**config.mk**
```make
export PLATFORM = sky130hd
export DESIGN_NAME = divisor_secuencial_flat
export DESIGN_NICKNAME = d
export VERILOG_FILES = /design/src/rtl/divisor_secuencial_if.sv /design/src/rtl/divisor_secuencial.sv /design/src/flat_wrapper.sv
export SDC_FILE = /design/constraint.sdc
export NUM_CORES = 1
export LEC_CHECK = 0
export CAP_MARGIN = 20
export CORE_AREA = 2 2 77 79
export CTS_CLUSTER_SIZE = 16
export DETAILED_ROUTE_END_ITERATION = 8
export DIE_AREA = 0 0 79 81
export PLACE_DENSITY = 0.64
export SYNTH_ARGS = -nofsm -noshare
export SYNTH_HDL_FRONTEND = slang
export SYNTH_SLANG_ARGS = --single-unit
```
**constraint.sdc**
```tcl
create_clock -name clk -period 6 [get_ports clk]
set_clock_uncertainty 0.15 [all_clocks]
set_input_delay 1.5 -clock clk [delete_from_list [all_inputs] [get_ports clk]]
set_output_delay 1.5 -clock clk [all_outputs]
set_load 0.05 [all_outputs]
```
**src/rtl/divisor_secuencial_if.sv**
```systemverilog
// Command/operand/result bundle for divisor_secuencial.
// Optional div_cero result flag is present only when DIVISOR_DIVCERO_EN is defined.
interface divisor_secuencial_if #(
  parameter int ANCHO = 8
);
  // Control is a one-cycle command sampled on every rising edge; there is no ready.
  // A start (4'b0100) is accepted only while busy==0 (the done cycle counts as idle).
  // done pulses for one cycle when cociente/residuo carry a new result.
  logic [3:0]       Control;
  logic [ANCHO-1:0] dividendo;
  logic [ANCHO-1:0] divisor;
  logic [ANCHO-1:0] cociente;
  logic [ANCHO-1:0] residuo;
  logic             busy;
  logic             done;
`ifdef DIVISOR_DIVCERO_EN
  logic             div_cero;

  modport master (output Control, dividendo, divisor,
                  input  cociente, residuo, busy, done, div_cero);
  modport slave  (input  Control, dividendo, divisor,
                  output cociente, residuo, busy, done, div_cero);
`else
  modport master (output Control, dividendo, divisor,
                  input  cociente, residuo, busy, done);
  modport slave  (input  Control, dividendo, divisor,
                  output cociente, residuo, busy, done);
`endif
endinterface

```
**src/rtl/divisor_secuencial.sv**
```systemverilog
// Sequential restoring unsigned divider, one quotient bit per clock (ANCHO steps).
// Optional macro DIVISOR_DIVCERO_EN: flags divide-by-zero and answers it in one cycle.
module divisor_secuencial #(
  parameter int ANCHO = 8
) (
  input  logic                  clk,
  input  logic                  rst,
  divisor_secuencial_if.slave   bus,
  output logic                  estado_dbg
);
  localparam int              CW        = $clog2(ANCHO);
  localparam logic [CW-1:0]   ULTIMO    = CW'(ANCHO - 1);
  localparam logic [3:0]      CMD_START = 4'b0100;
  localparam logic [3:0]      CMD_CLEAR = 4'b0010;

  typedef enum logic {IDLE, RUN} estado_t;

  estado_t          estado_q, estado_d;
  logic [ANCHO-1:0] q_q, q_d;
  logic [ANCHO-1:0] d_q, d_d;
  logic [ANCHO:0]   r_q, r_d;
  logic [CW-1:0]    cnt_q, cnt_d;
  logic [ANCHO-1:0] coc_q, coc_d;
  logic [ANCHO-1:0] res_q, res_d;
  logic             done_q, done_d;
`ifdef DIVISOR_DIVCERO_EN
  logic             cero_q, cero_d;
  logic             pend_q, pend_d;
`endif

  logic [ANCHO:0]   r_sh;
  logic [ANCHO:0]   r_st;
  logic [ANCHO-1:0] q_st;
  logic             ge;

  // One restoring step: shift the next dividend bit in, subtract if it fits.
  always_comb begin
    r_sh = {r_q[ANCHO-1:0], q_q[ANCHO-1]};
    ge   = (r_sh >= {1'b0, d_q});
    r_st = ge ? (r_sh - {1'b0, d_q}) : r_sh;
    q_st = {q_q[ANCHO-2:0], ge};
  end

  always_comb begin
    estado_d = estado_q;
    q_d      = q_q;
    d_d      = d_q;
    r_d      = r_q;
    cnt_d    = cnt_q;
    coc_d    = coc_q;
    res_d    = res_q;
    done_d   = 1'b0;
`ifdef DIVISOR_DIVCERO_EN
    cero_d   = cero_q;
    pend_d   = pend_q;
`endif
    if (bus.Control == CMD_CLEAR) begin
      estado_d = IDLE;
      coc_d    = '0;
      res_d    = '0;
      cnt_d    = '0;
`ifdef DIVISOR_DIVCERO_EN
      cero_d   = 1'b0;
      pend_d   = 1'b0;
`endif
    end else begin
      case (estado_q)
        IDLE: begin
          if (bus.Control == CMD_START) begin
            q_d      = bus.dividendo;
            d_d      = bus.divisor;
            r_d      = '0;
            cnt_d    = '0;
            estado_d = RUN;
`ifdef DIVISOR_DIVCERO_EN
            cero_d   = 1'b0;
            pend_d   = (bus.divisor == '0);
`endif
          end
        end
        RUN: begin
          q_d   = q_st;
          r_d   = r_st;
          cnt_d = cnt_q + 1'b1;
          if (cnt_q == ULTIMO) begin
            coc_d    = q_st;
            res_d    = r_st[ANCHO-1:0];
            done_d   = 1'b1;
            cnt_d    = '0;
            estado_d = IDLE;
          end
`ifdef DIVISOR_DIVCERO_EN
          // Zero divisor: q_q still holds the untouched dividend.
          if (pend_q) begin
            q_d      = q_q;
            r_d      = r_q;
            cnt_d    = '0;
            coc_d    = '1;
            res_d    = q_q;
            done_d   = 1'b1;
            cero_d   = 1'b1;
            pend_d   = 1'b0;
            estado_d = IDLE;
          end
`endif
        end
        default: estado_d = IDLE;
      endcase
    end
  end

  always_ff @(posedge clk) begin
    if (rst) begin
      estado_q <= IDLE;
      q_q      <= '0;
      d_q      <= '0;
      r_q      <= '0;
      cnt_q    <= '0;
      coc_q    <= '0;
      res_q    <= '0;
      done_q   <= 1'b0;
`ifdef DIVISOR_DIVCERO_EN
      cero_q   <= 1'b0;
      pend_q   <= 1'b0;
`endif
    end else begin
      estado_q <= estado_d;
      q_q      <= q_d;
      d_q      <= d_d;
      r_q      <= r_d;
      cnt_q    <= cnt_d;
      coc_q    <= coc_d;
      res_q    <= res_d;
      done_q   <= done_d;
`ifdef DIVISOR_DIVCERO_EN
      cero_q   <= cero_d;
      pend_q   <= pend_d;
`endif
    end
  end

  assign bus.cociente = coc_q;
  assign bus.residuo  = res_q;
  assign bus.busy     = (estado_q == RUN);
  assign bus.done     = done_q;
`ifdef DIVISOR_DIVCERO_EN
  assign bus.div_cero = cero_q;
`endif
  assign estado_dbg   = (estado_q == RUN);
endmodule

```
**src/flat_wrapper.sv**
```systemverilog
// flat-port wrapper written by rule: the top's interface ports become plain ports
module divisor_secuencial_flat 
#(
  parameter int ANCHO = 8
)
  (clk, rst, estado_dbg, bus_Control, bus_dividendo, bus_divisor, bus_cociente, bus_residuo, bus_busy, bus_done);
  divisor_secuencial_if #(.ANCHO(ANCHO)) bus_i ();
  input  logic clk;
  input  logic rst;
  output logic estado_dbg;
  input wire logic [$bits(bus_i.Control)-1:0] bus_Control;
  input wire logic [$bits(bus_i.dividendo)-1:0] bus_dividendo;
  input wire logic [$bits(bus_i.divisor)-1:0] bus_divisor;
  output wire logic [$bits(bus_i.cociente)-1:0] bus_cociente;
  output wire logic [$bits(bus_i.residuo)-1:0] bus_residuo;
  output wire logic [$bits(bus_i.busy)-1:0] bus_busy;
  output wire logic [$bits(bus_i.done)-1:0] bus_done;
  assign bus_i.Control = bus_Control;
  assign bus_i.dividendo = bus_dividendo;
  assign bus_i.divisor = bus_divisor;
  assign bus_cociente = bus_i.cociente;
  assign bus_residuo = bus_i.residuo;
  assign bus_busy = bus_i.busy;
  assign bus_done = bus_i.done;
  divisor_secuencial #(.ANCHO(ANCHO)) u_core (.clk(clk), .rst(rst), .bus(bus_i), .estado_dbg(estado_dbg));
endmodule
```
==> run summary, run 1 <==
The flow ran to the end, and the final reports show no timing, DRC or antenna violations. The logs give 37 for the unique cell type count in the Yosys netlist and 4.35 ns for the worst path required time. The headroom to the max-slew limit is 45.34%, and the maximum resistive drop on vdd is 0.1189 mV. Gates resized during post-CTS repair numbered 0.

The biggest area consumer among synthesized cells was dfxtp_1. For the first-iteration detailed-routing DRC count, the log shows 163. In this run the mean area of a mapped cell was 8.692 sq um. The number of design rule violations left after detail routing is 0, and the global route total overflow is 0.

The overall routing resource usage was 14.75%. The count of nets left with antenna violations once routing finished came out at 0. From bottom edge to top edge, the die measures 81 um. The count of buffering cells on the critical path with inverters included works out to 1. The worst setup slack for register-to-register paths came out at 3.51 ns. Worst setup path startpoint: u_core.bus.busy$_SDFF_PP0_.

The worst setup path is captured at an output pin. Using the TritonRoute via totals, the vias-per-cell ratio works out to 4.919. The tools report the number of clock sinks seen by CTS as 45. The tools report the number of vias in the routed layout as 1766. For this design, the slowest cell found on the critical path is clkdlybuf4s50_1. The worst setup path is launched from a register. For the final routed database, the setup TNS stands at 0 ns. Once the floorplan was initialized, standard cells occupied 37.68% of the core. No sink is reached through more buffers than the 2 on the longest clock path. The run gives 900.9 sq um as the sequential cell area. Launch instance of the worst register-to-register path: u_core.bus.busy$_SDFF_PP0_.

The x dimension of the die came out at 79 um. The class of the tightest hold or removal check is register to register. The fill cell total of the finished layout came out at 584. The final max-slew violation count was 0; the power density relative to cell area was 226.5 mW/mm^2. At the pin with the least slew margin, the transition time is 0.8187 ns. By area the synthesized netlist is led by dfxtp_1, mux2i_1, ha_1, nor2_1, nand2_1. Setup repair after global routing left no endpoint under its margin. The library cell used as clock root buffer is clkbuf_8. Detailed placement finished with a half-perimeter wire length of 3406 um. The tools report the cell area after synthesis as 0.002138 sq mm. The leakage power total was 1.005 nW; the count of mapped cells out of synthesis was 246. Buffers inserted during clock tree synthesis total 5. Counting flops with a built-in enable in the synthesized netlist gives 0.

The number of warning messages in the yosys log is 0, and the maximum number of pins on one net before global-route repair is 20. Area share of the leading cell type in the synthesized netlist: 42.13%. The total of buffers placed on input and output ports is 40, and the number of detailed-route iterations in the first pass is 4.

The die area came out at 0.006399 sq mm. The number of antenna violations at the first check in global routing is 0, and the post-route minimum period is 3.747 ns. Counting flops and latches in the post-synthesis netlist gives 45.

The proportion of register bits with asynchronous set or reset after synthesis works out to 0%. At the end of routability-driven placement, the weighted congestion stood at 0.7871. Along the worst hold path, the cell count comes to 2.

The placeable core region came out at 0.005675 sq mm. During I/O placement, the number of pins put on the boundary was 41. The run gives 0.001134 sq mm as the multi-input logic area. Per-cell routed wire length: 12.34 um. In this run the most critical hold path is launched from u_core.bus.residuo[2]$_SDFFE_PP0P_.

In this run the post-CTS setup repair buffer count came out at 0. The floorplan has 28 rows. The net count of the mapped netlist was 279. The net count of the finished layout is 317.

Setup violations remaining at the end of the flow were counted as 0. The first global-routing pass estimated 7445 um of wire. Across the run, the number of max-cap violations was 0.

The clock transition at the register clock pins on the worst setup and hold paths after CTS works out to 0.08 ns. TritonCTS built the clock tree. For the worst-skew pair, the clock arrives at the later sink with an insertion delay of 0.29 ns. The final critical path takes up 62.44% of the cycle. The sequential share of the synthesized area came out at 42.13%.

For this run, the top clock speed supported by timing is 0.2669 GHz. Final design utilization: 47.58%. The worst setup path is of the register to output pin kind.

Of the cells placed in the final design, the portion with a size suffix greater than 1 is 5.282%. Once layout is complete, the cells apart from fillers number 359. The count of hold-fix buffers inserted at cts is 0. After detailed placement, the design holds a cell count of 352.

The critical path goes through clkdlybuf4s50_1. End of the worst hold path: u_core.bus.residuo[2]$_SDFFE_PP0P_. The tools report the number of antenna diodes as 0.

After detailed routing, the total wire length is 4430 um. In this run the critical register-to-register path is captured at u_core.bus.residuo[2]$_SDFFE_PP0P_. The number of endpoints with negative hold slack in the final report was 0. The logs give 2.10 ns for the endpoint arrival time on the critical path and 2 for the count of H-tree levels built during CTS.

The number of global-route vias before repair came out at 1574. The maximum fanout encountered on the critical timing path is 19, and the longest individual stage delay on the worst path is 0.95 ns. The most used flip-flop cell after synthesis is dfxtp_1.

Counting cells, the worst reg-to-reg path comes to 6. The gate family responsible for the most delay along the worst path was buffers and inverters. The area growth from synthesis to layout is 26.27%.
## area by class of cell
class                   count  share of cell area (%)
well taps                  75                   3.475
flip-flops and latches     45                   33.36
clock buffers               5                   2.549
multi-input cells         177                   41.98
repair buffers             43                   15.66
clock inverters             2                   1.297
inverters                  12                   1.668
## worst max-delay path by stage
stage / depth (start not counted) / end
floorplan: 5 / u_core.bus.busy$_SDFF_PP0_
global placement: 4 / u_core.r_q[5]$_SDFFE_PP0P_
detailed placement: 4 / u_core.r_q[5]$_SDFFE_PP0P_
CTS: 1 / bus_busy
global route: 1 / bus_busy
finish: 1 / bus_busy
## logic make-up (layout without fill, tap and decap cells)
kind of cell | after synthesis | after routing | share of synthesized area (%)
simple gates | 73 | 73 | 13.98
compound gates | 66 | 66 | 19.48
flops | 45 | 45 | 42.13
xor+xnor | 6 | 6 | 2.458
fa+ha+maj | 11 | 11 | 6.788
buf+inv | 24 | 62 | 4.857
mux | 21 | 21 | 10.30
## cell usage after synthesis (2+ instances only)
master     n
nand2_1   28
clkbuf_1   6
o21bai_1   2
o211ai_1   2
a21oi_2    2
dfxtp_1   45
mux2_4     2
a21o_1     2
a211oi_1   9
o21ai_0   15
inv_1     12
o22ai_1    3
a22o_1     4
xor2_1     3
nor2_1    33
buf_1      2
xnor2_1    3
ha_1      10
nand2b_1   2
nor3_1     3
a21oi_1   20
o21a_1     2
nor2b_1    3
buf_2      2
mux2i_1   19
## placed cells by master (no fill, tap or decap), types with 3 or more instances in the layout
cell type	count
nor3_1	3
clkbuf_8	5
nand2_1	28
nor2b_1	3
ha_1	10
nor2_1	33
o22ai_1	3
a211oi_1	9
clkdlybuf4s50_1	40
a22o_1	4
a21oi_1	20
mux2i_1	19
inv_1	12
o21ai_0	15
dfxtp_1	45
xnor2_1	3
xor2_1	3
buf_4	3
## per-layer routing
| layer | track usage [%] | wire (um) | vias up | part of all wire [%] |
|---|---|---|---|---|
| li1 | - | - | 930 | - |
| met1 | 20.58 | 2239 | 797 | 51 |
| met2 | 22.88 | 1968 | 34 | 44 |
| met3 | 3.444 | 171 | 5 | 3.9 |
| met4 | 4.138 | 51 | 0 | 1.2 |
| met5 | 0 | 0 | - | 0 |
## where the power goes
part           internal [mW]  switching, mW
clock                  0.121         0.0962
sequential             0.305        0.00617
combinational         0.0416         0.0420
total                  0.467          0.144
## flip-flops by register name, summed over array words and instances, names as in the netlist
signal,cells
u_core.bus.done,1
u_core.bus.cociente,8
u_core.bus.busy,1
u_core.q_q,8
u_core.cnt_q,3
u_core.r_q,8
u_core.d_q,8
u_core.bus.residuo,8
## through the flow
step / hold WS, ns / setup WS, ns / power, mW / cell area (sq um)
6_report: 0.3031 / 2.253 / 0.6116 / 2700
2_1_floorplan: 0.2847 / 3.239 / 0.3764 / 2138
4_1_cts: 0.3080 / 2.227 / 0.6220 / 2700
3_5_place_dp: 0.2968 / 2.388 / 0.4017 / 2596
5_1_grt: 0.3227 / 2.140 / 0.6413 / 2700
3_3_place_gp: 0.2905 / 2.405 / 0.4007 / 2596
(Power assumes the default switching activity.)
==> run 2, diff against run 1 <==
Settings changed: PLACE_DENSITY 0.64 to 0.67.
Clock period 6 ns to 3.4 ns, I/O delays scaled along.
==> run 2 against run 1 <==
  * Sequential power grew 76%
  * Clock-buffer cell count is the same
  * Hold slack improved by 0.0016 ns
  * Global-route usage grew 1.1 points
  * Setup slack lost 1.3 ns
  * Clock power is 120% higher
  * Power is 94% higher
==> run summary, run 2 (synthesized netlist as in run 1, its figures left out) <==
The cell type of the slowest stage on the worst timing path is or2_1. Type of destination of the critical path: a register. The clock transition at the register clock pins on the worst setup and hold paths after CTS came out at 0.09 ns.

For this run, design rule violations remaining after detail routing come to 0. The post-CTS resize count was 0. Entering global routing, the biggest net connects 18 pins.

The filler cells instantiated in the layout total 563. The number of antenna violations at the first check in global routing is 0, and the post-route minimum period is 2.470 ns. The number of endpoints with negative hold slack in the final report came out at 0. The worst setup path is of the register to register kind. The H-tree generated during clock tree synthesis spans 2 levels.

Of the total power, the share spent switching nets is 23.43%. Per report_power, the sequential group accounts for 46.0% of the total. For this design the static power due to leakage is 1.035 nW.

The run gives 45 as the number of clock sinks seen by CTS. The overall routing resource usage is 15.82%, and the power density relative to cell area is 430.6 mW/mm^2. Measured along the y axis, the die boundary spans 81 um. The tools report the number of detailed-route iterations in the first pass as 4.

Across the run, the number of max-cap violations was 0. With fillers left out, the area of the finished cells amounts to 0.002756 sq mm. The starting utilization of the core area is 37.68%, and the number of global-route vias before repair is 1651. The root buffer cell chosen for the clock tree is clkbuf_8. The run gives 0.1683 mV as the maximum resistive drop on vdd. The final max-slew violation count is 0, and the headroom to the max-slew limit is 65.23%.

The tools report the number of CTS-inserted buffers as 5. Cells with a size suffix above 1 make up 6.597% of the layout. The path class of the tightest hold or removal check is register to register.

For this design, the CTS-stage hold fixing added 0 buffers. STA puts the critical path data required time at 3.45 ns. Data on the critical path arrives at its endpoint at 2.52 ns. At the end of the flow, the number of nets in the layout was 320. The final route contains 1818 vias. In the final routed layout, each cell accounts on average for 12.91 um. Deepest clock path buffer count: 2. The tools report the category of the worst setup path launch point as a register. The area growth from synthesis to layout is 28.91%. Leaving out fill and tap cells, the most frequent cell in the layout is dfxtp_1. The boundary pin count came out at 41. TritonCTS built the clock tree. At the pin with the least slew margin, the transition time is 0.5196 ns. The die area is 0.006399 sq mm.

Walking the worst path, the cells encountered are inv_1, ha_1, a21oi_2, o22ai_1, a21o_1, or2_1, mux2_4, a22o_1. After floorplanning, the core was sized to cover 0.005675 sq mm. The area after detailed placement came out at 0.002619 sq mm. After detailed routing, the total wire length is 4687 um. The logs give 28 for the number of standard-cell rows in the floorplan and 278.1 uW for the switching component of the power. In the layout the commonest cells are dfxtp_1, clkdlybuf4s50_1, nor2_1. Clock latency on the worst-skew pair, taken at its later pin, is 0.30 ns. First-iteration detailed-routing DRC count: 168.

In this run, the combinational gates consume 13.0% of the power. Dividing the detail-routed via count by the number of cells gives 5.008. The maximum fanout encountered on the critical timing path is 10, and the post-route fraction of the period consumed by the critical path is 72.65%. The count of nets left with antenna violations once routing finished came out at 0. The x dimension of the die was 79 um; the global route total overflow was 0.

Total power for the finished layout comes to 1.187 mW. Setup repair after global routing left no endpoint under its margin. The congestion estimate from routability-driven global placement came to 0.8358. The number of antenna diodes in the final layout is 0. The clock network accounts for 40.9% of the total power.

The highest clock rate is 0.4049 GHz. The wire length of the first global-routing pass is 7790 um. The total of buffers placed on input and output ports is 40. The longest individual stage delay on the worst path was 0.40 ns; the total internal power was 908.7 uW.

The run finished with clean final reports. The number of endpoints failing setup at the final stage was 0; the setup TNS was 0 ns. The post-detailed-placement half-perimeter wirelength is 3449 um. The number of setup buffers added after CTS is 0.
run 2: power groups by stage:
stage	combinational [mW]	clock (mW)	sequential, mW
after detailed placement	0.154	0	0.558
after floorplan	0.107	0	0.557
after global placement	0.153	0	0.558
after global routing	0.172	0.516	0.548
final	0.155	0.486	0.546
after CTS	0.155	0.495	0.546
run 2: per-layer routing:
layer / wire length (um) / GRT usage [%] / up-vias
met1: 2255 / 20.95 / 825
met4: 85 / 7.414 / 0
met5: 0 / 0 / -
met2: 2113 / 25.08 / 48
li1: - / - / 938
met3: 231 / 2.889 / 7
run 2: worst max-delay path, delay by kind of cell (launching register included):
family	cells	cell delay [ns]
fa+ha+maj	1	0.34
flops	1	0.34
simple gates	1	0.40
buf+inv	1	0.04
compound gates	4	0.72
mux	1	0.38
run 2: worst paths after layout:
path / startpoint / end / slack (ns) / cells after the start
min reg2reg: u_core.bus.residuo[2]$_SDFFE_PP0P_ / u_core.bus.residuo[2]$_SDFFE_PP0P_ / 0.30 / 2
max reg2reg: u_core.d_q[4]$_SDFFE_PP0P_ / u_core.r_q[7]$_SDFFE_PP0P_ / 0.93 / 8
max: u_core.d_q[4]$_SDFFE_PP0P_ / u_core.r_q[7]$_SDFFE_PP0P_ / 0.93 / 8
min: u_core.bus.residuo[2]$_SDFFE_PP0P_ / u_core.bus.residuo[2]$_SDFFE_PP0P_ / 0.30 / 2
run 2: layout make-up:
class / count / area [sq um] / area share, %
clock buffers: 5 / 68.82 / 2.497
multi-input cells: 177 / 1134 / 41.13
flip-flops and latches: 45 / 900.9 / 32.68
inverters: 12 / 45.04 / 1.634
clock inverters: 3 / 68.82 / 2.497
well taps: 75 / 93.84 / 3.404
repair buffers: 46 / 445.4 / 16.16
run 2: metrics by stage:
stage	setup slack [ns]	util (%)	cells	hold WS, ns
5_1_grt	0.7795	48.57	363	0.3261
3_3_place_gp	0.8361	46.14	355	0.2927
2_1_floorplan	1.170	-	246	0.2847
6_report	0.9301	48.57	363	0.3047
4_1_cts	0.9234	48.57	363	0.3077
3_5_place_dp	0.7886	46.14	355	0.2953
==> run 3, diff against run 2 <==
Settings changed: PLACE_DENSITY 0.67 to 0.64.
Clock period 3.4 ns to 2.6 ns, I/O delays scaled along.
==> run 3 against run 2 <==
  * Setup slack lost 0.68 ns
  * Largest power group unchanged
  * Flip-flop and latch count did not move
  * Via count down 2.9%
  * Routed wire length shrank 2.6%
  * Utilization rose by 0.31 points
  * Combinational power increased by 33%
  * Sequential share of layout area decreased by 0.21 points
  * First-iteration DRC count down 27%
  * Fmax grew 5.0%
==> run summary, run 3 (synthesized netlist as in run 1, its figures left out) <==
The run gives 0.006399 sq mm as the die area. Leaving out fill and tap cells, the most frequent cells in the layout are dfxtp_1, clkdlybuf4s50_1, nor2_1. The repair_antennas step left the layout with diodes totalling 0.

For this run, the total global-route usage over all layers was measured as 14.81%. Measured against its own limit, the worst slew margin works out to 66.41%. The met3 routing resource usage after global routing was 3.222%; the post-route minimum period was 2.353 ns.

In this run the clock root is driven by a clkbuf_8. In this run, CTS created clock tree buffers numbering 5. The clock reaches the later pin of the worst-skew pair after 0.30 ns. The worst path required time is 2.65 ns, and the routed wire length is 4567 um. The setup TNS is 0 ns, and the worst reg-to-reg path cell count is 8. Entering global routing, the biggest net connects 17 pins. TritonCTS built the clock tree.

Walking the worst path, the cells encountered are inv_1, ha_1, a21oi_2, o22ai_1, a21o_1, or2_1, mux2_4, a22o_1. The run finished with clean final reports. Per report_power, the clock group accounts for 40.6% of the total. Setup repair after global routing left no endpoint under its margin.

In the routed design, unresolved DRC markers number 0. The per-cell routed wire length works out to 12.48 um. Number of setup buffers added after CTS: 0. The run gives 0 as the final max-slew violation count. Summed over all nets, the switching power comes to 359.8 uW. The worst path uses 90.51% of the clock period.

The wire length of the first global-routing pass is 7541 um. The die is 79 um wide. In this run switching power makes up 23.18% of total power.

Starting utilization of the core area: 37.68%. The class of the tightest hold or removal check was register to register. Count of buffering cells on the critical path with inverters included: 1. The internal power of the cells totals 1.193 mW. Number of vias in the routed layout: 1765. In the global route stage, met1 resource usage came out at 20.03%. The logs give 2.40 ns for the endpoint arrival time on the critical path and 28 for the number of standard-cell rows in the floorplan. The first detailed-routing pass ran for 4 iterations.

The count of buffers added on input and output ports is 40. Per report_power, the combinational group accounts for 13.3% of the total. The highest clock rate is 0.4249 GHz. After legalization and detailed placement, the total HPWL measured 3513 um. The worst hold path was traced through 2 stages. The power density relative to cell area was 559.7 mW/mm^2. Setup violations remaining at the end of the flow were counted as 0. The longest individual stage delay on the worst path is 0.34 ns. The library cell used most frequently in the layout, excluding fill and tap cells, is dfxtp_1.

For this block, the initial DRC count from the detailed router was 123. During I/O placement, the number of pins put on the boundary was 41. In this run the static leakage power is 1.053 nW.

In this run the number of cells on the critical path is 8. The tool flagged a number of max-cap violations equal to 0. Count of H-tree levels built during CTS: 2. Cell type of the slowest stage on the worst timing path: dfxtp_1. For the number of endpoints with negative hold slack in the final report, the log shows 0.

For the post-CTS resize count, the log shows 0. Sequential cells account for 46.1% of the total power. The worst-case IR drop observed on VDD is 0.2406 mV. In this run the worst path has a maximum fanout of 5. The detail-routed via count per cell was 4.822. The number of clock sinks seen by CTS was 45; the transition time at the pin with the least slew margin was 0.5023 ns.

Buffers inserted to repair hold after CTS numbered 0. Type of destination of the critical path: a register. The share of post-route cells with drive strength above 1 works out to 8.247%. The run gives 0 as the number of antenna violations at the first check in global routing.

The area growth from synthesis to layout is 29.72%. The worst setup path is launched from a register. The final layout contains 323 nets. The tools report the global-route met2 utilization as 23.98%.

The detail route stage leaves a number of antenna-violating nets equal to 0. The run gives 1634 as the number of global-route vias before repair. The gate family responsible for the most delay along the worst path was compound AO/OA/AOI/OAI gates. After global routing the overflow that remains totals 0. Critical path start-end classification: register to register. Clock transition at the register clock pins on the worst setup and hold paths after CTS: 0.09 ns.

Layer carrying the most global-route usage: met2. Deepest clock path buffer count: 2. The placeable core region was 0.005675 sq mm. Measured along the y axis, the die boundary spans 81 um.

Routability-driven placement finished with a final weighted congestion of 0.7903. The design draws 1.553 mW.
run 3: changes by cell type in the layout (fill, tap and decap cells not counted), sizes merged:
cell | before | now
buf | 6 | 11
clkdlybuf4s50 | 40 | 38
run 3: worst paths after layout:
check | slack (ns) | endpoint | start
max | 0.25 | u_core.r_q[7]$_SDFFE_PP0P_ | u_core.d_q[4]$_SDFFE_PP0P_
min | 0.31 | u_core.bus.cociente[2]$_SDFFE_PP0P_ | u_core.bus.cociente[2]$_SDFFE_PP0P_
max reg2reg | 0.25 | u_core.r_q[7]$_SDFFE_PP0P_ | u_core.d_q[4]$_SDFFE_PP0P_
min reg2reg | 0.31 | u_core.bus.cociente[2]$_SDFFE_PP0P_ | u_core.bus.cociente[2]$_SDFFE_PP0P_
run 3: layout make-up:
class	instances	area [sq um]
Multi-Input combinational cell	177	1134
Inverter	12	45.04
Clock inverter	3	68.82
Sequential cell	45	900.9
Tap cell	75	93.84
Clock buffer	5	68.82
Timing Repair Buffer	49	462.9
Fill cell	574	2902
run 3: metal layers:
layer / vias up / part of all wire (%)
li1: 935 / -
met5: - / 0
met3: 2 / 4.3
met4: 0 / 0.48
met1: 794 / 51
met2: 34 / 45
run 3: tightest hold or removal path: cells and delay by family (launching register included):
family          cells  cell delay, ns
compound gates      1            0.05
simple gates        1            0.05
flops               1            0.32
run 3: power groups by stage:
stage | Combinational (mW) | Sequential [mW] | Clock (mW)
6_report | 0.206 | 0.716 | 0.631
2_1_floorplan | 0.140 | 0.729 | 0
4_1_cts | 0.206 | 0.716 | 0.651
3_5_place_dp | 0.205 | 0.731 | 0
3_3_place_gp | 0.202 | 0.731 | 0
5_1_grt | 0.226 | 0.717 | 0.684
run 3: stage by stage:
step / setup slack (ns) / std cells / cell area [sq um] / util [%] / hold WS [ns]
floorplan: 0.3704 / 246 / 2138 / - / 0.2847
global placement: 0.2391 / 358 / 2636 / 46.45 / 0.2928
detailed placement: 0.2221 / 358 / 2636 / 46.45 / 0.2970
CTS: 0.2409 / 366 / 2774 / 48.88 / 0.3094
global route: 0.09170 / 366 / 2774 / 48.88 / 0.3341
finish: 0.2466 / 366 / 2774 / 48.88 / 0.3056
